==> src/rtl/time_ctrl_pkg.sv <==
`default_nettype none
//============================================================================
// Module      : time_ctrl_pkg
// Description : Shared encodings for the time-set sequencing logic. The
//               controller state codes double as the field_sel codes, so
//               the display blink mux and the counter wrappers decode the
//               same values.
// Revision    : 1.0 - initial release
//============================================================================
package time_ctrl_pkg;

    // Controller state encoding
    localparam logic [1:0] c_st_run      = 2'd0;
    localparam logic [1:0] c_st_set_hour = 2'd1;
    localparam logic [1:0] c_st_set_min  = 2'd2;
    localparam logic [1:0] c_st_set_sec  = 2'd3;

    // field_sel codes presented to the display / counter wrappers
    localparam logic [1:0] c_field_none = 2'd0;
    localparam logic [1:0] c_field_hour = 2'd1;
    localparam logic [1:0] c_field_min  = 2'd2;
    localparam logic [1:0] c_field_sec  = 2'd3;

    // Field being edited in a given controller state
    function automatic logic [1:0] field_of_state(input logic [1:0] state);
        logic [1:0] field;
        case (state)
            c_st_set_hour: field = c_field_hour;
            c_st_set_min:  field = c_field_min;
            c_st_set_sec:  field = c_field_sec;
            default:       field = c_field_none;
        endcase
        return field;
    endfunction

endpackage
`default_nettype wire

==> src/rtl/key_press_detect.sv <==
`default_nettype none
//============================================================================
// Module      : key_press_detect
// Description : Two-flop synchronizer plus registered falling-edge detector
//               for an active-low push-button.
//   clock      in  system clock
//   reset      in  synchronous, active-low reset
//   i_key      in  raw active-low button (asynchronous)
//   o_press    out one-cycle press pulse, two cycles after first low sample
//   o_released out synchronized key level (1 = released)
// Revision    : 1.0 - initial release
//============================================================================
module key_press_detect (
    input  logic clock,
    input  logic reset,
    input  logic i_key,
    output logic o_press,
    output logic o_released
);

    logic       r_sync1;
    logic       r_sync2;
    logic       r_sync2_d;
    logic [1:0] r_fill;
    logic       r_armed;
    logic       r_press;

    // r_fill marks when r_sync2 reflects the real pin after reset. The
    // detector only arms once the key has been seen released, so a key
    // still held at reset release never yields a press.
    always_ff @(posedge clock) begin
        if (!reset) begin
            r_sync1   <= 1'b1;
            r_sync2   <= 1'b1;
            r_sync2_d <= 1'b1;
            r_fill    <= 2'b00;
            r_armed   <= 1'b0;
            r_press   <= 1'b0;
        end else begin
            r_sync1   <= i_key;
            r_sync2   <= r_sync1;
            r_sync2_d <= r_sync2;
            r_fill    <= {r_fill[0], 1'b1};
            if (r_fill[1] && r_sync2) begin
                r_armed <= 1'b1;
            end
            r_press   <= r_armed && r_sync2_d && !r_sync2;
        end
    end

    assign o_press    = r_press;
    assign o_released = r_sync2;

endmodule
`default_nettype wire

==> src/rtl/time_set_controller.sv <==
`default_nettype none
//============================================================================
// Module      : time_set_controller
// Description : Sequences the BCD time counters between RUN (1 Hz tick
//               forwarded to seconds) and hour/minute/second set modes driven
//               by two push-buttons, with auto-repeat, blink and timeout.
//   clock, reset          system clock, synchronous active-low reset
//   tick_1hz, tick_fast   one-cycle timing pulses (1 Hz, ~4 Hz)
//   key_mode, key_inc     raw active-low push-buttons
//   sec_inc/min_inc/hour_inc/sec_clear  one-cycle counter enables
//   carry_inhibit         high while any field is being set
//   field_sel             0 none, 1 hour, 2 minute, 3 second
//   blink                 display enable for the selected field
// Revision    : 1.0 - initial release
//============================================================================
module time_set_controller
    import time_ctrl_pkg::*;
#(
    parameter int REPEAT_DELAY = 4,
    parameter int TIMEOUT_S    = 30
) (
    input  logic       clock,
    input  logic       reset,
    input  logic       tick_1hz,
    input  logic       tick_fast,
    input  logic       key_mode,
    input  logic       key_inc,
    output logic       sec_inc,
    output logic       min_inc,
    output logic       hour_inc,
    output logic       sec_clear,
    output logic       carry_inhibit,
    output logic [1:0] field_sel,
    output logic       blink
);

    localparam int unsigned c_rep_w = (REPEAT_DELAY < 1) ? 1 : $clog2(REPEAT_DELAY + 1);
    localparam int unsigned c_to_w  = $clog2(TIMEOUT_S + 1);
    localparam logic [c_rep_w-1:0] c_rep_max = c_rep_w'(REPEAT_DELAY);
    localparam logic [c_to_w-1:0]  c_to_last = c_to_w'(TIMEOUT_S - 1);

    logic w_mode_p;
    logic w_inc_p;
    logic w_inc_released;
    logic w_unused_mode_level;

    key_press_detect u_mode_key (
        .clock      (clock),
        .reset      (reset),
        .i_key      (key_mode),
        .o_press    (w_mode_p),
        .o_released (w_unused_mode_level)
    );

    key_press_detect u_inc_key (
        .clock      (clock),
        .reset      (reset),
        .i_key      (key_inc),
        .o_press    (w_inc_p),
        .o_released (w_inc_released)
    );

    logic [1:0]         r_state;
    logic [1:0]         w_state_nxt;
    logic               r_rep_active;
    logic [c_rep_w-1:0] r_rep_cnt;
    logic [c_to_w-1:0]  r_to_cnt;
    logic               r_sec_inc;
    logic               r_min_inc;
    logic               r_hour_inc;
    logic               r_sec_clear;
    logic               r_carry_inhibit;
    logic [1:0]         r_field_sel;
    logic               r_blink;

    logic w_in_set;
    logic w_timeout;
    logic w_rep_fire;
    logic w_inc_evt;
    logic w_entering;

    assign w_in_set   = (r_state != c_st_run);
    // The tick that would make the count reach TIMEOUT_S returns to RUN on
    // the same edge that would have stored it.
    assign w_timeout  = w_in_set && tick_1hz && (r_to_cnt == c_to_last);
    assign w_rep_fire = r_rep_active && !w_inc_released && tick_fast &&
                        (r_rep_cnt == c_rep_max);
    assign w_entering = (w_state_nxt != r_state);

    // Next state and increment event; timeout beats mode, mode beats inc.
    always_comb begin
        w_state_nxt = r_state;
        w_inc_evt   = 1'b0;
        if (w_timeout) begin
            w_state_nxt = c_st_run;
        end else if (w_mode_p) begin
            case (r_state)
                c_st_run:      w_state_nxt = c_st_set_hour;
                c_st_set_hour: w_state_nxt = c_st_set_min;
                c_st_set_min:  w_state_nxt = c_st_set_sec;
                default:       w_state_nxt = c_st_run;
            endcase
        end else if (w_in_set) begin
            w_inc_evt = w_inc_p || w_rep_fire;
        end
    end

    // Auto-repeat tracking: armed by the press pulse, counts tick_fast up to
    // REPEAT_DELAY and then holds there so every later tick fires.
    always_ff @(posedge clock) begin
        if (!reset) begin
            r_rep_active <= 1'b0;
            r_rep_cnt    <= '0;
        end else if (w_inc_released) begin
            r_rep_active <= 1'b0;
            r_rep_cnt    <= '0;
        end else begin
            if (w_inc_p) begin
                r_rep_active <= 1'b1;
            end
            if (r_rep_active && tick_fast && (r_rep_cnt != c_rep_max)) begin
                r_rep_cnt <= r_rep_cnt + 1'b1;
            end
        end
    end

    always_ff @(posedge clock) begin
        if (!reset) begin
            r_state         <= c_st_run;
            r_to_cnt        <= '0;
            r_sec_inc       <= 1'b0;
            r_min_inc       <= 1'b0;
            r_hour_inc      <= 1'b0;
            r_sec_clear     <= 1'b0;
            r_carry_inhibit <= 1'b0;
            r_field_sel     <= c_field_none;
            r_blink         <= 1'b1;
        end else begin
            r_state         <= w_state_nxt;
            r_carry_inhibit <= (w_state_nxt != c_st_run);
            r_field_sel     <= field_of_state(w_state_nxt);

            // Only forward ticks seen while already in RUN, so a tick on the
            // exit edge from a set state is swallowed.
            r_sec_inc   <= (r_state == c_st_run) && tick_1hz;
            r_hour_inc  <= w_inc_evt && (r_state == c_st_set_hour);
            r_min_inc   <= w_inc_evt && (r_state == c_st_set_min);
            r_sec_clear <= w_inc_evt && (r_state == c_st_set_sec);

            if ((w_state_nxt == c_st_run) || w_entering || w_mode_p || w_inc_p) begin
                r_to_cnt <= '0;
            end else if (tick_1hz) begin
                r_to_cnt <= r_to_cnt + 1'b1;
            end

            if ((w_state_nxt == c_st_run) || w_entering || w_inc_evt) begin
                r_blink <= 1'b1;
            end else if (tick_fast) begin
                r_blink <= ~r_blink;
            end
        end
    end

    assign sec_inc       = r_sec_inc;
    assign min_inc       = r_min_inc;
    assign hour_inc      = r_hour_inc;
    assign sec_clear     = r_sec_clear;
    assign carry_inhibit = r_carry_inhibit;
    assign field_sel     = r_field_sel;
    assign blink         = r_blink;

endmodule
`default_nettype wire
==> config.mk <==
export PLATFORM = sky130hd
export DESIGN_NAME = time_set_controller
export DESIGN_NICKNAME = d
export VERILOG_FILES = /design/src/rtl/time_ctrl_pkg.sv /design/src/rtl/key_press_detect.sv /design/src/rtl/time_set_controller.sv
export SDC_FILE = /design/constraint.sdc
export NUM_CORES = 1
export LEC_CHECK = 0
export CAP_MARGIN = 20
export CORE_ASPECT_RATIO = 0.9
export CORE_MARGIN = 3
export CORE_UTILIZATION = 53
export DETAILED_ROUTE_END_ITERATION = 6
export PLACE_DENSITY = 0.76
export SLEW_MARGIN = 0
export SYNTH_ARGS = -nofsm -noshare
export SYNTH_HDL_FRONTEND = slang
export SYNTH_SLANG_ARGS = --single-unit
==> constraint.sdc <==
create_clock -name clock -period 2.05 [get_ports clock]
set_input_delay 0.41 -clock clock [delete_from_list [all_inputs] [get_ports clock]]
set_output_delay 0.41 -clock clock [all_outputs]
set_load 0.005 [all_outputs]
==> results of run 1 <==
per-stage QoR:
step	hold WS [ns]	cells	power (mW)	instance area, µm²
6_report	0.4142	160	1.255	1456
5_1_grt	0.4307	160	1.296	1456
4_1_cts	0.4186	160	1.263	1456
3_5_place_dp	0.3967	152	0.6550	1345
3_3_place_gp	0.3899	152	0.6532	1345
2_1_floorplan	0.3863	115	0.6342	1190
where the power goes:
| group | internal (mW) | total [mW] | switching, mW |
|---|---|---|---|
| logic | 0.0240 | 0.0424 | 0.0184 |
| registers | 0.594 | 0.599 | 0.00465 |
| clock network | 0.413 | 0.614 | 0.201 |
| total | 1.03 | 1.25 | 0.224 |
cells in the final DEF (no fill, tap or decap), types with 2 or more instances in the layout:
cell,count
nand2b_1,5
inv_1,7
nor2b_1,2
nor3_1,4
a21oi_1,4
bufinv_16,2
dfxtp_1,30
buf_4,3
ha_1,8
nand2_1,5
and2_1,2
clkdlybuf4s50_1,13
nor4b_1,3
and3_1,2
nor2_1,10
xnor2_1,3
nand3_1,3
nand4_1,2
clkbuf_4,5
o21ai_0,2
xor2_1,3
cell type report:
class | count | area, µm²
tap | 25 | 31.28
multi-input combinational | 73 | 530.5
inverter | 8 | 30.03
clock inverter | 2 | 60.06
timing repair buffer | 16 | 152.6
clock buffer | 6 | 51.30
sequential | 30 | 600.6
fill | 160 | 570.5
cell usage after synthesis (all sizes together) (3+ instances only):
master / count / share of area [%]
ha: 8 / 8.4
a21oi: 4 / 1.7
nor2: 11 / 4.1
xnor2: 3 / 2.2
xor2: 3 / 2.2
dfxtp: 30 / 50
nor4b: 3 / 2.2
nand2: 6 / 2.1
nor3: 4 / 1.7
nand2b: 5 / 2.6
buf: 4 / 2.4
and2: 3 / 1.8
nand3: 3 / 1.3
o21ai: 3 / 1.6
inv: 8 / 2.5
metal layers:
metal / GRT usage (%) / share of wire, % / routed length, µm / vias to the layer above
met5: 0 / 0 / 0 / -
met2: 26.38 / 45 / 898 / 15
met3: 4.798 / 4.6 / 91 / 8
met1: 21.25 / 48 / 954 / 368
li1: - / - / - / 426
met4: 9.486 / 2.6 / 51 / 0
critical path, stage by stage, from the launching register on:
cell and delay, ns:
dfxtp_1 0.34, buf_4 0.15, clkdlybuf4s50_1 0.51
kinds of logic after synthesis:
| logic type | count (synthesis) | synth area share (%) |
|---|---|---|
| AO/OA/AOI/OAI | 12 | 7.887 |
| XOR/XNOR | 6 | 4.417 |
| multiplexers | 1 | 0.8413 |
| adder cells (fa/ha/maj) | 8 | 8.413 |
| flip-flops | 30 | 50.47 |
| AND/OR/NAND/NOR | 46 | 23.03 |
| buffers and inverters | 12 | 4.942 |
final timing paths:
kind                                     start                         endpoint
setup reg to reg     r_rep_cnt[0]$_SDFFE_PP0P_               blink$_SDFFE_PP1P_
setup / recovery       field_sel[0]$_SDFF_PN0_                     field_sel[0]
hold reg to reg   u_inc_key.r_sync1$_SDFF_PN1_  u_inc_key.o_released$_SDFF_PN1_
hold / removal    u_inc_key.r_sync1$_SDFF_PN1_  u_inc_key.o_released$_SDFF_PN1_
flip-flops by register name, indices dropped and copies added (netlist names):
| register | cells |
|---|---|
| u_inc_key.r_fill | 1 |
| r_rep_cnt | 3 |
| min_inc | 1 |
| field_sel | 2 |
| r_to_cnt | 5 |
| u_inc_key.r_sync2_d | 1 |
| u_inc_key.o_press | 1 |
| r_state | 1 |
| u_mode_key.r_sync1 | 1 |
| carry_inhibit | 1 |
| blink | 1 |
| u_mode_key.o_press | 1 |
| u_mode_key.r_sync2_d | 1 |
| u_inc_key.r_armed | 1 |
| hour_inc | 1 |
| sec_clear | 1 |
| u_mode_key.r_armed | 1 |
| sec_inc | 1 |
| u_inc_key.r_sync1 | 1 |
| r_rep_active | 1 |
| u_mode_key.r_fill | 1 |
| u_mode_key.o_released | 1 |
| u_inc_key.o_released | 1 |
==> impl_metrics.tcl, run 1 <==
set metrics [dict create \
    status "finished, final reports clean" \
    fin_worst_skew_ns 0.007287 \
    final_util_pct 71.85 \
    cts_max_path_buffers 2 \
    maxSlewViolCount 0 \
    arrival_ns 1.32 \
    cts_tree "done" \
    leakagePower_nw 0.5739 \
    synth_area_um2 1190 \
    grt_pass1_vias 873 \
    n_antenna_cell 0 \
    synth-seq-cells 30 \
    overflow 0 \
    gp_congestion 0.7861 \
    seq_area_frac_synth_pct 50.47 \
    hold_violations 0 \
    cts_resized 0 \
    rows 15 \
    dpl_worst_slack_ns 0.2504 \
    dr.pass1.iters 4 \
    cts_setup_buffers 0 \
    cts.sinks 30 \
    rsz0062_at_grt "no" \
    cts.reportedPaths.clkPinSlew_ns 0.09 \
    die_h_um 50.95 \
    end_kind "output port" \
    num_vias 817 \
    r2r_slack_ns 0.44 \
    vdd_ir_drop_max_mv 0.7303 \
    holdPathStages 1 \
    wl_per_cell_um 12.48 \
    pin_count 14 \
    dp_hpwl_um 1432 \
    r2r.worst_path.cells 5 \
    drive_above_1_share_pct 14.81 \
    grt.total_usage_pct 16.96 \
    die_w_um 55.95 \
    path_max_fanout 6 \
    routed_wl_um 1996 \
    slew_headroom_pct 77.48 \
    crit_type "flip-flop to output port" \
    synth_edf_count 0 \
    start_kind "flip-flop" \
    clk_latency_ns 0.33 \
    nets 148 \
    cts_root_buf "clkbuf_4" \
    synthCells 115 \
    grt_pass1_wl_um 3739 \
    critical_path_required_ns 1.64 \
    ys_types 36 \
    async_flop_share_pct 0 \
    die_area_um2 2850 \
    avgSynthCellArea_um2 10.35 \
    fin_crit_sh_pct 84.55 \
    fin_ws_ns 0.3167 \
    cts-htree-levels 2 \
    portBuffers 13 \
    worst_pin_slew_ns 0.3377 \
    grt_antenna_before_repair 0 \
    holdCritPathClass "flip-flop to flip-flop" \
    area_delta_synth_final_pct 22.40 \
    fmax_mhz 576.9 \
    hold_buffers 0 \
    ys.flop_type "dfxtp_1" \
    core_um2 2027 \
    ant_nets 0 \
    drc 0 \
    maxCapViolations 0 \
    start_util_pct 58.70 \
    finalSetupTns_ns 0 \
    viasPerCell 5.106 \
    period_minus_slack_ns 1.733 \
    yosys_warnings 0 \
    grt_max_degree 11 \
    cts_buffers 5 \
    syn_nets 129 \
    power_density_nw_per_um2 861.6 \
    finalSetupViolations 0 \
    drtIter0Drc 14 \
]
(Power assumes the default switching activity.)
==> run 2, diff against run 1 <==
==> constraint.sdc (replaced) <==
create_clock -name clock -period 1.79 [get_ports clock]
set_input_delay 0.358 -clock clock [delete_from_list [all_inputs] [get_ports clock]]
set_output_delay 0.358 -clock clock [all_outputs]
set_load 0.005 [all_outputs]
==> impl_metrics.tcl, run 2 (synthesis results as in run 1) <==
set metrics [dict create \
    status "finished, final reports clean" \
    maxCapViolations 0 \
    grt_pass1_wl_um 3650 \
    path_max_fanout 6 \
    rsz0062_at_grt "no" \
    clk_latency_ns 0.32 \
    cts_buffers 5 \
    pin_count 14 \
    cpPeakStageDelay_ns 0.51 \
    core_um2 2027 \
    rows 15 \
    hold_buffers 0 \
    start_util_pct 58.70 \
    gp_congestion 0.8314 \
    finalSetupViolations 0 \
    maxSlewViolCount 0 \
    routed_wl_um 2043 \
    grt_antenna_before_repair 0 \
    layout_commonest_cell "dfxtp_1" \
    cts_setup_buffers 0 \
    grt.total_usage_pct 17.05 \
    slew_headroom_pct 76.49 \
    dp_hpwl_um 1516 \
    grt_max_degree 10 \
    period_minus_slack_ns 1.662 \
    r2r.worst_path.cells 5 \
    crit_type "flip-flop to output port" \
    vdd_ir_drop_max_mv 0.6804 \
    holdCritPathClass "flip-flop to flip-flop" \
    die_area_um2 2850 \
    hold_violations 0 \
    ant_nets 0 \
    layout_common_cells "30 x dfxtp_1, 13 x clkdlybuf4s50_1, 10 x nor2_1, 8 x ha_1, 7 x inv_1" \
    cts_resized 0 \
    fin_worst_skew_ns 0.01048 \
    finalSetupTns_ns 0 \
    cts.reportedPaths.clkPinSlew_ns 0.08 \
    grt_pass1_vias 853 \
    cts-htree-levels 2 \
    cp_top_family "buffers and inverters" \
    holdPathStages 1 \
    end_kind "output port" \
    largest_reg_flops 5 \
    cts.sinks 30 \
    fin_crit_sh_pct 92.84 \
    overflow 0 \
    whs_ns 0.4126 \
    drtIter0Drc 12 \
    cts_tree "done" \
    drive_above_1_share_pct 15.33 \
    path_depth 2 \
    nets 150 \
    cts_root_buf "clkbuf_4" \
    leakagePower_nw 0.5591 \
    dr.pass1.iters 4 \
    critical_path_required_ns 1.43 \
    die_w_um 55.95 \
    drc 0 \
    cp_num_buf_inv 2 \
    finalPower_mw 1.145 \
    die_h_um 50.95 \
    start_kind "flip-flop" \
    cts_max_path_buffers 2 \
    area_delta_synth_final_pct 19.35 \
    fmax_mhz 601.8 \
    wl_per_cell_um 12.61 \
    largest_register "r_to_cnt" \
    cp_cell_sequence "buf_4 -> clkdlybuf4s50_1" \
    worst_path_max_delay_cell "clkdlybuf4s50_1" \
    power_density_nw_per_um2 805.9 \
    num_vias 824 \
    n_antenna_cell 0 \
    worst_pin_slew_ns 0.3521 \
    portBuffers 13 \
    viasPerCell 5.086 \
    arrival_ns 1.30 \
]
[run 2: cell count changes in the layout (fill, tap and decap cells not counted)]
cell	previous run	this run
clkbuf_1	0	1
clkinv_2	0	1
buf_4	3	5
bufinv_16	2	0
[run 2: final timing paths]
kind                                       to  slack (ns)                           from
max reg2reg              sec_clear$_SDFF_PN0_        0.27          r_state[1]$_SDFF_PN0_
min          u_mode_key.o_released$_SDFF_PN1_        0.41  u_mode_key.r_sync1$_SDFF_PN1_
min reg2reg  u_mode_key.o_released$_SDFF_PN1_        0.41  u_mode_key.r_sync1$_SDFF_PN1_
max                              field_sel[0]        0.13        field_sel[0]$_SDFF_PN0_
[run 2: per-layer routing]
layer	track usage [%]	wire length, µm	vias up
li1	-	-	430
met1	20.09	1001	375
met2	25.39	931	19
met3	8.838	110	0
met4	8.696	0	0
met5	0	0	-
[run 2: area by class of cell]
cell class	count	area (µm²)
inverters	8	30.03
well taps	25	31.28
repair buffers	18	167.7
multi-input cells	73	530.5
clock buffers	7	55.05
flip-flops and latches	30	600.6
fillers	154	606.8
clock inverters	1	5.005
[run 2: power breakdown]
group / switching (mW) / total [mW] / internal (mW) / leakage, nW
logic: 0.0212 / 0.0489 / 0.0277 / 0.279
registers: 0.00535 / 0.686 / 0.680 / 0.244
clock network: 0.220 / 0.410 / 0.190 / 0.0353
[run 2: metrics by stage]
| stage | cells | util [%] | worst slack [ns] | cell area [µm²] |
|---|---|---|---|---|
| after floorplan | 115 | - | 0.3518 | 1190 |
| after global placement | 154 | 67.10 | 0.1322 | 1360 |
| after detailed placement | 154 | 67.10 | 0.09520 | 1360 |
| after CTS | 162 | 70.06 | 0.09584 | 1420 |
| after global routing | 162 | 70.06 | 0.0007498 | 1420 |
| final | 162 | 70.06 | 0.1282 | 1420 |
==> run 3, diff against run 2 <==
--- a/config.mk
+++ b/config.mk
@@ -11,7 +11,7 @@
 export CORE_UTILIZATION = 53
 export DETAILED_ROUTE_END_ITERATION = 6
 export PLACE_DENSITY = 0.76
-export SLEW_MARGIN = 0
+export SLEW_MARGIN = 20
 export SYNTH_ARGS = -nofsm -noshare
 export SYNTH_HDL_FRONTEND = slang
 export SYNTH_SLANG_ARGS = --single-unit
==> results of run 3 <==
The final DEF is identical to that of run 2; final timing and power are the same.
